<file path="config.mk">
export PLATFORM = sky130hd
export DESIGN_NAME = mem_lsu_flat
export DESIGN_NICKNAME = d
export VERILOG_FILES = /design/src/rtl/mem_lsu_if.sv /design/src/rtl/mem_lsu.sv /design/src/flat_wrapper.sv
export SDC_FILE = /design/constraint.sdc
export NUM_CORES = 1
export LEC_CHECK = 0
export ABC_AREA = 1
export BUFFER_PORTS_ARGS = -buffer_cell sky130_fd_sc_hd__buf_2
export CAP_MARGIN = 20
export CORE_ASPECT_RATIO = 1.5
export CORE_UTILIZATION = 45
export DETAILED_ROUTE_END_ITERATION = 16
export GPL_ROUTABILITY_DRIVEN = 0
export PLACE_DENSITY_LB_ADDON = 0.25
export SLEW_MARGIN = 40
export SYNTH_ARGS = -nofsm -noshare
export SYNTH_HDL_FRONTEND = slang
export SYNTH_SLANG_ARGS = --single-unit
export TNS_END_PERCENT = 50
</file>
<file path="constraint.sdc">
create_clock -name clk_i -period 4 [get_ports clk_i]
set_input_delay 0.8 -clock clk_i [delete_from_list [all_inputs] [get_ports clk_i]]
set_output_delay 0.8 -clock clk_i [all_outputs]
set_load 0.02 [all_outputs]
</file>
<file path="src/rtl/mem_lsu_if.sv">
// Data-bus request/response bundle between the load/store unit and memory.
// Combinational wires only; no latency of its own.
// Backpressure: the master holds req and its fields until gnt is seen.
interface mem_lsu_dbus_if #(
    parameter int ADDR_W = 32,
    parameter int DATA_W = 32
);
    logic              dbus_req_o;
    logic              dbus_we_o;
    logic [ADDR_W-1:0] dbus_addr_o;
    logic [3:0]        dbus_be_o;
    logic [DATA_W-1:0] dbus_wdata_o;
    logic              dbus_gnt_i;
    logic              dbus_rvalid_i;
    logic [DATA_W-1:0] dbus_rdata_i;

    modport master (
        output dbus_req_o, dbus_we_o, dbus_addr_o, dbus_be_o, dbus_wdata_o,
        input  dbus_gnt_i, dbus_rvalid_i, dbus_rdata_i
    );

    modport slave (
        input  dbus_req_o, dbus_we_o, dbus_addr_o, dbus_be_o, dbus_wdata_o,
        output dbus_gnt_i, dbus_rvalid_i, dbus_rdata_i
    );
endinterface

</file>
<file path="src/rtl/mem_lsu.sv">
// Load/store unit: exe/mem request -> data bus -> registered mem/wb writeback.
// Latency: 1 cycle for NOPs; loads/stores complete in the rvalid cycle.
// Backpressure: stall_req_o holds the pipeline until rvalid; MEM_LSU_MISALIGN_TRAP_EN traps misaligned ops.
module mem_lsu #(
    parameter int ADDR_W  = 32,
    parameter int DATA_W  = 32,
    parameter int RADDR_W = 5
) (
    input  logic               clk_i,
    input  logic               rst_i,
    input  logic [RADDR_W-1:0] reg_waddr_i,
    input  logic               reg_we_i,
    input  logic [DATA_W-1:0]  reg_wdata_i,
    input  logic [ADDR_W-1:0]  mem_addr_i,
    input  logic [DATA_W-1:0]  mem_data_i,
    input  logic               mem_we_i,
    input  logic [3:0]         mem_op_i,
    mem_lsu_dbus_if.master     dbus,
    output logic [RADDR_W-1:0] reg_waddr_o,
    output logic               reg_we_o,
    output logic [DATA_W-1:0]  reg_wdata_o,
    output logic               stall_req_o,
    output logic               misalign_o
);
    localparam logic [3:0] OP_LB  = 4'd1;
    localparam logic [3:0] OP_LH  = 4'd2;
    localparam logic [3:0] OP_LW  = 4'd3;
    localparam logic [3:0] OP_LBU = 4'd4;
    localparam logic [3:0] OP_LHU = 4'd5;
    localparam logic [3:0] OP_SB  = 4'd6;
    localparam logic [3:0] OP_SH  = 4'd7;
    localparam logic [3:0] OP_SW  = 4'd8;

    typedef enum logic [1:0] {IDLE, REQ, WAIT} state_t;

    state_t              state_q, state_d;
    logic                is_load, is_store, is_half, is_word, is_mem, trap, start, complete;
    logic [1:0]          ea_off;
    logic [3:0]          be_d, be_q, op_q;
    logic [DATA_W-1:0]   wdata_d, wdata_q, lane, load_data;
    logic [ADDR_W-1:0]   addr_q;
    logic [RADDR_W-1:0]  waddr_q;
    logic                we_q, store_q;
    logic                unused_mem_we;

    // The op code alone decides direction; mem_we_i is redundant with it.
    assign unused_mem_we = mem_we_i;

    always_comb begin
        is_load  = (mem_op_i >= OP_LB) && (mem_op_i <= OP_LHU);
        is_store = (mem_op_i >= OP_SB) && (mem_op_i <= OP_SW);
        is_half  = (mem_op_i == OP_LH) || (mem_op_i == OP_LHU) || (mem_op_i == OP_SH);
        is_word  = (mem_op_i == OP_LW) || (mem_op_i == OP_SW);
    end

    assign is_mem = is_load | is_store;

`ifdef MEM_LSU_MISALIGN_TRAP_EN
    assign trap = (is_half & mem_addr_i[0]) | (is_word & (mem_addr_i[1:0] != 2'b00));
`else
    assign trap = 1'b0;
`endif

    assign start = is_mem & ~trap;

    // Misaligned halfword/word addresses are rounded down to their natural boundary.
    always_comb begin
        ea_off = mem_addr_i[1:0];
        if (is_word)      ea_off    = 2'b00;
        else if (is_half) ea_off[0] = 1'b0;
    end

    always_comb begin
        be_d    = 4'b1111;
        wdata_d = mem_data_i;
        case (mem_op_i)
            OP_SB: begin
                be_d    = 4'b0001 << ea_off;
                wdata_d = {4{mem_data_i[7:0]}};
            end
            OP_SH: begin
                be_d    = 4'b0011 << {ea_off[1], 1'b0};
                wdata_d = {2{mem_data_i[15:0]}};
            end
            default: ;
        endcase
    end

    always_ff @(posedge clk_i or negedge rst_i) begin
        if (!rst_i) begin
            addr_q  <= '0;
            be_q    <= '0;
            wdata_q <= '0;
            op_q    <= '0;
            waddr_q <= '0;
            we_q    <= 1'b0;
            store_q <= 1'b0;
        end else if (state_q == IDLE && start) begin
            addr_q  <= {mem_addr_i[ADDR_W-1:2], ea_off};
            be_q    <= be_d;
            wdata_q <= wdata_d;
            op_q    <= mem_op_i;
            waddr_q <= reg_waddr_i;
            we_q    <= reg_we_i;
            store_q <= is_store;
        end
    end

    always_ff @(posedge clk_i or negedge rst_i) begin
        if (!rst_i) state_q <= IDLE;
        else        state_q <= state_d;
    end

    always_comb begin
        state_d = state_q;
        case (state_q)
            IDLE:    if (start) state_d = REQ;
            REQ:     if (dbus.dbus_gnt_i) state_d = dbus.dbus_rvalid_i ? IDLE : WAIT;
            WAIT:    if (dbus.dbus_rvalid_i) state_d = IDLE;
            default: state_d = IDLE;
        endcase
    end

    always_comb begin
        stall_req_o       = 1'b0;
        dbus.dbus_req_o   = 1'b0;
        dbus.dbus_we_o    = 1'b0;
        dbus.dbus_addr_o  = '0;
        dbus.dbus_be_o    = '0;
        dbus.dbus_wdata_o = '0;
        case (state_q)
            IDLE: stall_req_o = start;
            REQ: begin
                stall_req_o       = ~(dbus.dbus_gnt_i & dbus.dbus_rvalid_i);
                dbus.dbus_req_o   = 1'b1;
                dbus.dbus_we_o    = store_q;
                dbus.dbus_addr_o  = {addr_q[ADDR_W-1:2], 2'b00};
                dbus.dbus_be_o    = be_q;
                dbus.dbus_wdata_o = wdata_q;
            end
            WAIT:    stall_req_o = ~dbus.dbus_rvalid_i;
            default: ;
        endcase
        if (!rst_i) stall_req_o = 1'b0;
    end

    assign complete = ((state_q == REQ) && dbus.dbus_gnt_i && dbus.dbus_rvalid_i) ||
                      ((state_q == WAIT) && dbus.dbus_rvalid_i);

    assign lane = dbus.dbus_rdata_i >> {addr_q[1:0], 3'b000};

    always_comb begin
        case (op_q)
            OP_LB:   load_data = {{24{lane[7]}}, lane[7:0]};
            OP_LBU:  load_data = {24'd0, lane[7:0]};
            OP_LH:   load_data = {{16{lane[15]}}, lane[15:0]};
            OP_LHU:  load_data = {16'd0, lane[15:0]};
            default: load_data = lane;
        endcase
    end

    always_ff @(posedge clk_i or negedge rst_i) begin
        if (!rst_i) begin
            reg_waddr_o <= '0;
            reg_we_o    <= 1'b0;
            reg_wdata_o <= '0;
            misalign_o  <= 1'b0;
        end else begin
            misalign_o <= 1'b0;
            if (state_q == IDLE) begin
                reg_waddr_o <= reg_waddr_i;
                reg_wdata_o <= reg_wdata_i;
                reg_we_o    <= reg_we_i & ~is_mem;
                misalign_o  <= trap;
            end else if (complete && !store_q) begin
                reg_waddr_o <= waddr_q;
                reg_we_o    <= we_q;
                reg_wdata_o <= load_data;
            end else begin
                reg_we_o <= 1'b0;
            end
        end
    end
endmodule
</file>
<file path="src/flat_wrapper.sv">
// flat-port wrapper written by rule: the top's interface ports become plain ports
module mem_lsu_flat 
#(
    parameter int ADDR_W  = 32,
    parameter int DATA_W  = 32,
    parameter int RADDR_W = 5
)
  (clk_i, rst_i, reg_waddr_i, reg_we_i, reg_wdata_i, mem_addr_i, mem_data_i, mem_we_i, mem_op_i, reg_waddr_o, reg_we_o, reg_wdata_o, stall_req_o, misalign_o, dbus_dbus_req_o, dbus_dbus_we_o, dbus_dbus_addr_o, dbus_dbus_be_o, dbus_dbus_wdata_o, dbus_dbus_gnt_i, dbus_dbus_rvalid_i, dbus_dbus_rdata_i);
  mem_lsu_dbus_if #(.ADDR_W(ADDR_W), .DATA_W(DATA_W)) dbus_i ();
  input  logic clk_i;
  input  logic rst_i;
  input  logic [RADDR_W-1:0] reg_waddr_i;
  input  logic reg_we_i;
  input  logic [DATA_W-1:0] reg_wdata_i;
  input  logic [ADDR_W-1:0] mem_addr_i;
  input  logic [DATA_W-1:0] mem_data_i;
  input  logic mem_we_i;
  input  logic [3:0] mem_op_i;
  output logic [RADDR_W-1:0] reg_waddr_o;
  output logic reg_we_o;
  output logic [DATA_W-1:0] reg_wdata_o;
  output logic stall_req_o;
  output logic misalign_o;
  output wire logic [$bits(dbus_i.dbus_req_o)-1:0] dbus_dbus_req_o;
  output wire logic [$bits(dbus_i.dbus_we_o)-1:0] dbus_dbus_we_o;
  output wire logic [$bits(dbus_i.dbus_addr_o)-1:0] dbus_dbus_addr_o;
  output wire logic [$bits(dbus_i.dbus_be_o)-1:0] dbus_dbus_be_o;
  output wire logic [$bits(dbus_i.dbus_wdata_o)-1:0] dbus_dbus_wdata_o;
  input wire logic [$bits(dbus_i.dbus_gnt_i)-1:0] dbus_dbus_gnt_i;
  input wire logic [$bits(dbus_i.dbus_rvalid_i)-1:0] dbus_dbus_rvalid_i;
  input wire logic [$bits(dbus_i.dbus_rdata_i)-1:0] dbus_dbus_rdata_i;
  assign dbus_dbus_req_o = dbus_i.dbus_req_o;
  assign dbus_dbus_we_o = dbus_i.dbus_we_o;
  assign dbus_dbus_addr_o = dbus_i.dbus_addr_o;
  assign dbus_dbus_be_o = dbus_i.dbus_be_o;
  assign dbus_dbus_wdata_o = dbus_i.dbus_wdata_o;
  assign dbus_i.dbus_gnt_i = dbus_dbus_gnt_i;
  assign dbus_i.dbus_rvalid_i = dbus_dbus_rvalid_i;
  assign dbus_i.dbus_rdata_i = dbus_dbus_rdata_i;
  mem_lsu #(.ADDR_W(ADDR_W), .DATA_W(DATA_W), .RADDR_W(RADDR_W)) u_core (.clk_i(clk_i), .rst_i(rst_i), .reg_waddr_i(reg_waddr_i), .reg_we_i(reg_we_i), .reg_wdata_i(reg_wdata_i), .mem_addr_i(mem_addr_i), .mem_data_i(mem_data_i), .mem_we_i(mem_we_i), .mem_op_i(mem_op_i), .dbus(dbus_i), .reg_waddr_o(reg_waddr_o), .reg_we_o(reg_we_o), .reg_wdata_o(reg_wdata_o), .stall_req_o(stall_req_o), .misalign_o(misalign_o));
endmodule
</file>
==> results of run 1 <==
cell type report:
class,instances,share of cell area (%)
multi-input cells,671,34.1
well taps,196,2.90
repair buffers,255,15.5
clock buffers,19,5.35
clock inverters,12,1.51
flip-flops and latches,119,35.2
inverters,122,5.44
metal layers:
metal | vias to the layer above | part of all wire (%)
li1 | 3406 | -
met1 | 2969 | 40
met2 | 221 | 52
met3 | 24 | 5.7
met4 | 0 | 1.9
met5 | - | 0
synthesized netlist by cell type (all sizes together):
cell type    n  share of area (%)
o22ai        9               0.85
nor4         1              0.094
or2          1              0.094
o211ai       1               0.11
inv        122                6.9
a21boi       1               0.11
nand3b       1               0.11
dfrtp      119                 45
nand2      316                 18
clkbuf      16               0.98
a21oi       55                4.1
buf         39                4.1
conb         1              0.056
nand3       28                2.3
nor3        14                1.1
o21ai       88                7.2
nand4        3               0.28
nor2       150                8.7
metrics by stage:
step / hold WS, ns / instances / util, % / instance area (um2)
CTS: 0.472 / 1394 / 58.5 / 8460
floorplan: 0.453 / 967 / - / 6660
detailed placement: 0.457 / 1363 / 54.5 / 7880
finish: 0.468 / 1394 / 58.5 / 8460
global placement: 0.454 / 1363 / 54.5 / 7880
global route: 0.495 / 1394 / 58.5 / 8460
worst min-delay path by stage:
| stage | start | to | slack (ns) |
|---|---|---|---|
| 2_1_floorplan | u_core.op_q[2] | u_core.op_q[2] | 0.45 |
| 3_3_place_gp | u_core.reg_wdata_o[5] | u_core.reg_wdata_o[5] | 0.45 |
| 3_5_place_dp | u_core.reg_wdata_o[4] | u_core.reg_wdata_o[4] | 0.46 |
| 4_1_cts | u_core.reg_wdata_o[4] | u_core.reg_wdata_o[4] | 0.47 |
| 5_1_grt | u_core.reg_wdata_o[19] | u_core.reg_wdata_o[19] | 0.49 |
| 6_report | u_core.reg_wdata_o[2] | u_core.reg_wdata_o[2] | 0.47 |
where the power goes:
part	total, mW	internal, mW	leakage (nW)	switching, mW
registers	2.06	1.80	1.43	0.253
clock network	1.50	0.944	0.277	0.560
logic	3.90	1.20	3.14	2.70
cell families after synthesis:
family / Yosys count / share of synthesized area (%)
simple gates: 514 / 30.7
buf+inv: 177 / 12.0
compound gates: 154 / 12.5
flops: 119 / 44.8
other cells: 1 / 0.0564
tightest hold or removal path: stages, from the launching register on:
cell	delay, ns
sky130_fd_sc_hd__dfrtp_1	0.34
sky130_fd_sc_hd__nand2_1	0.05
sky130_fd_sc_hd__nand2_1	0.05
flip-flops by register name (all words and copies together), names as in the netlist, 2 cells and up:
register / cells
u_core.state_q: 2
u_core.op_q: 4
u_core.reg_waddr_o: 5
u_core.waddr_q: 5
u_core.wdata_q: 32
u_core.reg_wdata_o: 32
u_core.addr_q: 32
u_core.be_q: 4
==> impl_metrics.ini, run 1 <==
[setup_path]
critical_path_peak_fanout = 49
cp.buffers_inverters = 3
critical-path-top-delay-family = simple AND/OR/NAND/NOR gates
timing.critical_path.slowest_cell_delay_ns = 0.28
cp_class = in2out
r2r_end = u_core.reg_wdata_o[16]
crit_path_top_delay_cell = sky130_fd_sc_hd__nand2_4
crit_path_frequent_cell = sky130_fd_sc_hd__buf_2
launching_instance_or_port_of_the_critical_path = mem_op_i[2]
worst_setup_path_end_kind = output port
timing.critical_path.from_type = input port
worst_ep_required_time_ns = 3.20
critPathCapture = stall_req_o
critical_path.cell_chain = buf_2 > inv_1 > nand3_2 > nand2_2 > nand2_4 > a21boi_1 > buf_2
worst-path-stages = 7
timing.reg2reg.setup_slack_ns = 1.65
critPathArrivalTime_ns = 2.10
regToRegStartpoint = u_core.state_q[1]
timing.reg2reg.worst_path_depth = 8

[timing]
layout_worst_path_cycle_share_pct = 72.5
skew_ns = 0.00699
slew_headroom_pct = 54.4
timing.setup.tns_ns = 0
max_freq_mhz = 345
setup_violations = 0
final_critical_path_setup_slack_ns = 1.10
worstMarginPinSlew_ns = 0.683
rsz0062_at_grt = no
final.min_clock_period_ns = 2.90
report.final.slew_viol_count = 0
hold_viol = 0

[drt]
wl_per_cell_um = 13.6
finalWirelength_mm = 18.9
detail_route.drc_violations = 0
postRouteAntennaNets = 0
drt_first_pass_iters = 5
detail_route.vias_per_cell = 4.75
detailedRoute.firstIterationViolations = 350
vias = 6620

[power]
p_total_mw = 7.46
power-per-cell-area_nw_per_um2 = 882
max-vdd-ir-drop_v = 0.000451
p_leak_nw = 4.85

[status]
status = finished, final reports clean

[synthesis]
synth_area_per_cell_um2 = 6.89
ys_types = 33
postSynthRegisterBits = 119
postSynthCellCount = 965
syn-cell-area_um2 = 6650
ys_warnings = 0
register_area_share_after_synthesis_pct = 44.8

[min_path]
hold_path.class = reg2reg
min_delay_path_depth = 2

[placement]
detailedPlace.worstSlack_ns = 1.09
placement.io_buffers = 248
hpwl_after_detailed_placement_mm = 13.6

[cells_and_area]
drive_above_1_share_pct = 26.2
fillerInstances = 1475
area_taken_by_multi_input_logic_gates_um2 = 2890
nets = 1329
ff_latch_area_um2 = 2980
flow.area_growth_from_synthesis_pct = 27.2
num_antenna_cells = 0
layout.cells.most_common = sky130_fd_sc_hd__nand2_1
layout.cells.most_common_list = sky130_fd_sc_hd__nand2_1, sky130_fd_sc_hd__buf_2, sky130_fd_sc_hd__nor2_1

[floorplanning]
floorplan.die.height_um = 151
placeableCoreArea_um2 = 14500
fp-row-count = 54
fp.dieArea_um2 = 15300
floorplan.io_pins = 253
die_width_um = 101
start_util_pct = 46.0

[global_route]
grt_start_max_net_pins = 68
use_met1_pct = 28.4
grt.met2_usage_pct = 44.6
grt_overflow = 0
first_pass_grt_wire_length_mm = 29.0
grt.met3_usage_pct = 5.03
grtUsageTotal_pct = 24.7
gr-max-usage-layer = met2
initial_antenna_violation_count = 0
grt_pass1_vias = 6075

[clock_network]
clock_tree.htree_level_count = 4
holdBufCountCts = 0
cts-resized-gates = 0
cts_setup_buffers = 0
clock_sinks = 119
number_of_buffers_inserted_during_clock_tree_synthesis = 17
buffers_from_clock_root_to_sink_at_most = 2
cts.reportedPaths.clkPinSlew_ns = 0.06
root_buffer = sky130_fd_sc_hd__clkbuf_16
worstSkewPairLatency_ns = 0.40
tritoncts = done

[job]
max-cap-violations = 0
No activity file was read; power rests on OpenSTA's default activity.
==> inputs of run 2 (changes only) <==
- clock period: 4 -> 2.4 ns (I/O delays scaled with it)
==> run 2 against run 1 <==
Against the previous run: worst setup slack got worse by 0.90 ns; via count rose by 0.98%; largest cell class unchanged; global-route usage rose by 0.36 points; core utilization up 0.88 points; highest routed layer unchanged; non-clock buffer count is 9 higher; final cell count rose by 0.72%; critical endpoint unchanged; largest power group unchanged.
==> impl_metrics.ini, run 2 (synthesis gave the netlist of run 1 again) <==
[power]
p_leak_nw = 4.91
power-per-cell-area_nw_per_um2 = 1470
max-vdd-ir-drop_v = 0.000798

[placement]
detailedPlace.worstSlack_ns = 0.397
placedCellCount = 1372
hpwl_after_detailed_placement_mm = 13.8
placement.io_buffers = 248

[setup_path]
regToRegStartpoint = u_core.addr_q[1]
timing.critical_path.slowest_cell_delay_ns = 0.39
worst_setup_path_end_kind = output port
crit_path_top_delay_cell = sky130_fd_sc_hd__dfrtp_1
critical_path.cell_chain = inv_1 > nand2_2 > inv_1 > nand2_4 > a21boi_1 > buf_2
critical_path_peak_fanout = 14
crit_path_frequent_cell = sky130_fd_sc_hd__inv_1
critPathArrivalTime_ns = 1.71
worst_ep_required_time_ns = 1.92
cp_class = reg2out
timing.critical_path.from_type = flip-flop
launching_instance_or_port_of_the_critical_path = u_core.state_q[0]

[timing]
final_critical_path_setup_slack_ns = 0.206
slew_headroom_pct = 54.9
final.min_clock_period_ns = 2.19
layout_worst_path_cycle_share_pct = 91.4
timing.setup.tns_ns = 0
skew_ns = 0.0108
final_hold_slack_ns = 0.194
max_freq_mhz = 456
rsz0062_at_grt = no
hold_viol = 0
worstMarginPinSlew_ns = 0.677
report.final.slew_viol_count = 0
setup_violations = 0

[global_route]
grt_start_max_net_pins = 120
first_pass_grt_wire_length_mm = 29.7
grtUsageTotal_pct = 25.1
grt_overflow = 0
grt_pass1_vias = 6270
initial_antenna_violation_count = 0

[cells_and_area]
stdcell_count = 1404
layout.cells.most_common_list = sky130_fd_sc_hd__nand2_1, sky130_fd_sc_hd__buf_2, sky130_fd_sc_hd__nor2_1
nets = 1338
layout.cells.most_common = sky130_fd_sc_hd__nand2_1
fillerInstances = 1500
num_antenna_cells = 0
biggest_registers_after_layout = u_core.addr_q (32), u_core.reg_wdata_o (32), u_core.wdata_q (32)
flow.area_growth_from_synthesis_pct = 29.1
drive_above_1_share_pct = 26.7

[min_path]
hold_path.class = in2async

[floorplanning]
floorplan.io_pins = 253
die_width_um = 101
fp-row-count = 54
placeableCoreArea_um2 = 14500
fp.dieArea_um2 = 15300
floorplan.die.height_um = 151
start_util_pct = 46.0

[drt]
vias = 6685
wl_per_cell_um = 13.4
detail_route.vias_per_cell = 4.76
finalWirelength_mm = 18.8
detail_route.drc_violations = 0
drt_first_pass_iters = 5
detailedRoute.firstIterationViolations = 286
postRouteAntennaNets = 0

[status]
status = finished, final reports clean

[clock_network]
clock_tree.htree_level_count = 4
cts_setup_buffers = 0
cts.reportedPaths.clkPinSlew_ns = 0.06
buffers_from_clock_root_to_sink_at_most = 2
worstSkewPairLatency_ns = 0.41
cts-resized-gates = 0
number_of_buffers_inserted_during_clock_tree_synthesis = 17
clock_sinks = 119
tritoncts = done
root_buffer = sky130_fd_sc_hd__clkbuf_16
holdBufCountCts = 0

[job]
max-cap-violations = 0
[run 2: cell count changes in the layout (fill, tap and decap cells not counted), sizes merged]
cell    delta
buf        +9
clkbuf     +1
clkinv     -2
inv        +2
[run 2: where the power goes]
| part | switching, mW | leakage (nW) | internal [mW] |
|---|---|---|---|
| Clock | 0.987 | 0.286 | 1.63 |
| Sequential | 0.459 | 1.43 | 3.01 |
| Combinational | 4.47 | 3.19 | 2.11 |
| Total | 5.91 | 4.91 | 6.74 |
[run 2: through the flow]
stage / power, mW / util [%] / cell area, um2
floorplan: 8.32 / - / 6660
global placement: 10.0 / 55.2 / 7980
finish: 12.7 / 59.4 / 8590
detailed placement: 10.1 / 55.2 / 7980
CTS: 12.8 / 59.4 / 8590
global route: 13.7 / 59.4 / 8590
[run 2: critical path, delay by kind of cell (launching register included)]
family | cells | cell delay, ns
AO/OA/AOI/OAI | 1 | 0.14
buffers and inverters | 3 | 0.46
flip-flops | 1 | 0.39
AND/OR/NAND/NOR | 2 | 0.33
[run 2: cell type report]
cell class,instances,area [um2],share of cell area (%)
Clock buffer,20,467,5.43
Clock inverter,12,143,1.66
Inverter,122,460,5.36
Multi-Input combinational cell,671,2880,33.6
Sequential cell,119,2980,34.7
Tap cell,196,245,2.86
Timing Repair Buffer,264,1410,16.5
[run 2: path summary, 6_finish.rpt]
kind                                                to  slack, ns  cells after the start
worst max-delay path                       stall_req_o       0.21                      6
worst min-delay path            u_core.reg_wdata_o[17]       0.19                      2
worst max register to register  u_core.reg_wdata_o[31]       0.47                      8
worst min register to register   u_core.reg_wdata_o[5]       0.47                      2
max in group asynchronous           u_core.wdata_q[23]       1.66                      2
min in group clk_i                   u_core.addr_q[14]       0.28                      3
[run 2: layer usage]
metal  GRT usage [%]  up-vias  part of all wire (%)
li1                -     3416                     -
met1            28.4     2984                    39
met2            44.7      245                    52
met3            5.21       40                   5.8
met4            11.5        0                   3.5
met5               0        -                     0
==> inputs of run 3 (changes only) <==
- ABC_AREA: 1 -> unset
==> run 3 against run 2 <==
Against the previous run: final cell count down 17%; maximum frequency down 2.7%; non-clock buffer count up 2; global-route usage down 0.94 points; critical path type unchanged; die area down 2.6%.
==> impl_metrics.ini, run 3 <==
[synthesis]
xor_xnor_share_of_the_synthesized_area_pct = 0.270
postSynthRegisterBits = 119
synthMuxAreaShare_pct = 9.76
ys_warnings = 0
postSynth.asyncResetShare_pct = 100
postSynthCellCount = 730
synth_area_per_cell_um2 = 8.87
count_of_flip_flops_with_a_built_in_enable_after_synthesis = 0
yosys.area.top_type = sky130_fd_sc_hd__dfrtp_1
postSynth.topFlopCell = sky130_fd_sc_hd__dfrtp_1
ys_types = 50
synth.top_cell.area_share_pct = 46.0
ys_top_cells_by_count = sky130_fd_sc_hd__nand2_1, sky130_fd_sc_hd__dfrtp_1, sky130_fd_sc_hd__and2_1, sky130_fd_sc_hd__mux2i_1, sky130_fd_sc_hd__o21ai_0
synth_top_family_by_area = simple AND/OR/NAND/NOR gates
netlist_top_cells_area = sky130_fd_sc_hd__dfrtp_1, sky130_fd_sc_hd__nand2_1, sky130_fd_sc_hd__mux2i_1
syn-cell-area_um2 = 6480
register_area_share_after_synthesis_pct = 46.0
synthMostInstantiatedCell = sky130_fd_sc_hd__nand2_1
synth-adder-area-share_pct = 0
share_of_synthesized_cell_area_in_and_or_nand_and_nor_gates_pct = 24.7
synth_compound_gate_area_share_pct = 14.2

[setup_path]
timing.reg2reg.worst_path_depth = 4
regToRegStartpoint = u_core.addr_q[1]
critPathCapture = stall_req_o
cp_class = reg2out
timing.reg2reg.setup_slack_ns = 0.35
critPathArrivalTime_ns = 1.78
worst_setup_path_end_kind = output port
critical_path_peak_fanout = 11
cp.buffers_inverters = 1
timing.critical_path.from_type = flip-flop
critical_path.cell_chain = nor2_4 > nand3_4 > a21oi_1 > buf_2
worst-path-stages = 4
worst_ep_required_time_ns = 1.92
timing.critical_path.slowest_cell_delay_ns = 0.53
critical-path-top-delay-family = flip-flops
r2r_end = u_core.reg_wdata_o[29]
crit_path_top_delay_cell = sky130_fd_sc_hd__dfrtp_1
launching_instance_or_port_of_the_critical_path = u_core.state_q[1]

[power]
max-vdd-ir-drop_v = 0.000564
p_comb_share_pct = 45.2
p_total_mw = 11.0
power.share.switching_pct = 41.7
internal-power_mw = 6.38
p_leak_nw = 4.29
p_switching_mw = 4.57
p_clk_share_pct = 22.6
power-per-cell-area_nw_per_um2 = 1300
seq_power_share_pct = 32.2

[timing]
layout_worst_path_cycle_share_pct = 94.0
slew_headroom_pct = 54.3
skew_ns = 0.0109
worstMarginPinSlew_ns = 0.680
report.final.slew_viol_count = 0
hold_viol = 0
rsz0062_at_grt = no
final.min_clock_period_ns = 2.26
setup_violations = 0
max_freq_mhz = 443
timing.setup.tns_ns = 0

[global_route]
initial_antenna_violation_count = 0
grt_start_max_net_pins = 90
grt_pass1_vias = 5776
grtUsageTotal_pct = 24.1
first_pass_grt_wire_length_mm = 28.0
grt_overflow = 0

[floorplanning]
die_width_um = 100
start_util_pct = 46.1
floorplan.io_pins = 253
fp-row-count = 53
floorplan.die.height_um = 149
placeableCoreArea_um2 = 14100
fp.dieArea_um2 = 14900

[placement]
hpwl_after_detailed_placement_mm = 13.0
placement.io_buffers = 248

[drt]
finalWirelength_mm = 17.6
vias = 5907
wl_per_cell_um = 15.1
detail_route.drc_violations = 0
detailedRoute.firstIterationViolations = 273
drt_first_pass_iters = 6
postRouteAntennaNets = 0
detail_route.vias_per_cell = 5.08

[job]
max-cap-violations = 0

[cells_and_area]
layout.cells.most_common = sky130_fd_sc_hd__buf_2
fillerInstances = 1320
layout.cells.most_common_list = sky130_fd_sc_hd__buf_2, sky130_fd_sc_hd__nand2_1, sky130_fd_sc_hd__dfrtp_1
nets = 1101
biggest_registers_after_layout = u_core.addr_q (32), u_core.reg_wdata_o (32), u_core.wdata_q (32)
num_antenna_cells = 0
drive_above_1_share_pct = 32.9
flow.area_growth_from_synthesis_pct = 30.6

[clock_network]
root_buffer = sky130_fd_sc_hd__clkbuf_16
tritoncts = done
worstSkewPairLatency_ns = 0.41
clock_tree.htree_level_count = 4
clock_sinks = 119
cts.reportedPaths.clkPinSlew_ns = 0.06
buffers_from_clock_root_to_sink_at_most = 2
number_of_buffers_inserted_during_clock_tree_synthesis = 17
holdBufCountCts = 0

[status]
status = finished, final reports clean

[min_path]
hold_path.class = in2async
[run 3: changes by cell type in the layout (fill, tap and decap cells not counted), moves of 19 or more]
cell	previous run	this run
sky130_fd_sc_hd__mux2i_1	0	53
sky130_fd_sc_hd__nand2_1	311	218
sky130_fd_sc_hd__a31oi_1	0	20
sky130_fd_sc_hd__inv_1	117	4
sky130_fd_sc_hd__nor2_1	147	17
sky130_fd_sc_hd__and2_1	0	70
sky130_fd_sc_hd__nand3_1	26	7
sky130_fd_sc_hd__a21oi_1	55	4
[run 3: metal layers]
metal  up-vias  track usage [%]  part of all wire, %  routed length, um
li1       2934                -                    -                  -
met1      2738             26.4                   39               6760
met2       202             43.2                   52               9180
met3        33             6.00                  5.8               1020
met4         0             11.3                  3.5                607
met5         -                0                    0                  0
[run 3: how the worst min path moves through the flow]
| stage | cells after the start | endpoint | start |
|---|---|---|---|
| finish | 2 | u_core.reg_wdata_o[15] | rst_i |
| global route | 2 | u_core.reg_wdata_o[12] | rst_i |
| global placement | 2 | u_core.be_q[2] | u_core.be_q[2] |
| detailed placement | 2 | u_core.be_q[2] | u_core.be_q[2] |
| CTS | 2 | u_core.addr_q[23] | rst_i |
| floorplan | 0 | u_core.addr_q[0] | rst_i |
[run 3: kinds of logic (layout without fill, tap and decap cells)]
kind of cell | Yosys count | count (layout)
AND/OR/NAND/NOR | 347 | 347
flip-flops | 119 | 119
other | 1 | 3
XOR/XNOR | 2 | 2
buffers and inverters | 63 | 301
multiplexers | 62 | 62
AO/OA/AOI/OAI | 136 | 136
[run 3: power groups by stage]
| stage | combinational, mW | clock (mW) | sequential (mW) |
|---|---|---|---|
| finish | 4.95 | 2.47 | 3.53 |
| CTS | 5.02 | 2.51 | 3.53 |
| global placement | 4.92 | 0 | 3.53 |
| floorplan | 3.19 | 0 | 3.76 |
| global route | 5.44 | 2.61 | 3.66 |
| detailed placement | 4.99 | 0 | 3.56 |
[run 3: final cells by class]
cell class	count	area (um2)	area share, %
Clock buffer	17	425	5.03
Clock inverter	14	151	1.79
Inverter	4	15.0	0.178
Multi-Input combinational cell	550	3220	38.0
Sequential cell	119	2980	35.2
Tap cell	192	240	2.84
Timing Repair Buffer	266	1430	16.9
[run 3: metrics by stage]
stage                     hold slack [ns]  area (um2)  utilization (%)  worst slack (ns)  instances
after floorplan                     0.184        6480                -             0.279        732
after global placement              0.447        7870             55.9             0.287       1130
after detailed placement            0.453        7870             56.0             0.246       1130
after CTS                           0.222        8460             60.2            0.0983       1162
after global routing                0.250        8460             60.2            0.0299       1162
final                               0.198        8460             60.2             0.144       1162
[run 3: what timing repair did]
| action | 4_1_cts | 5_1_grt |
|---|---|---|
| buffers inserted | 1 | 0 |
| setup endpoints to repair | 6 | 0 |
| gates resized for setup | 1 | 0 |
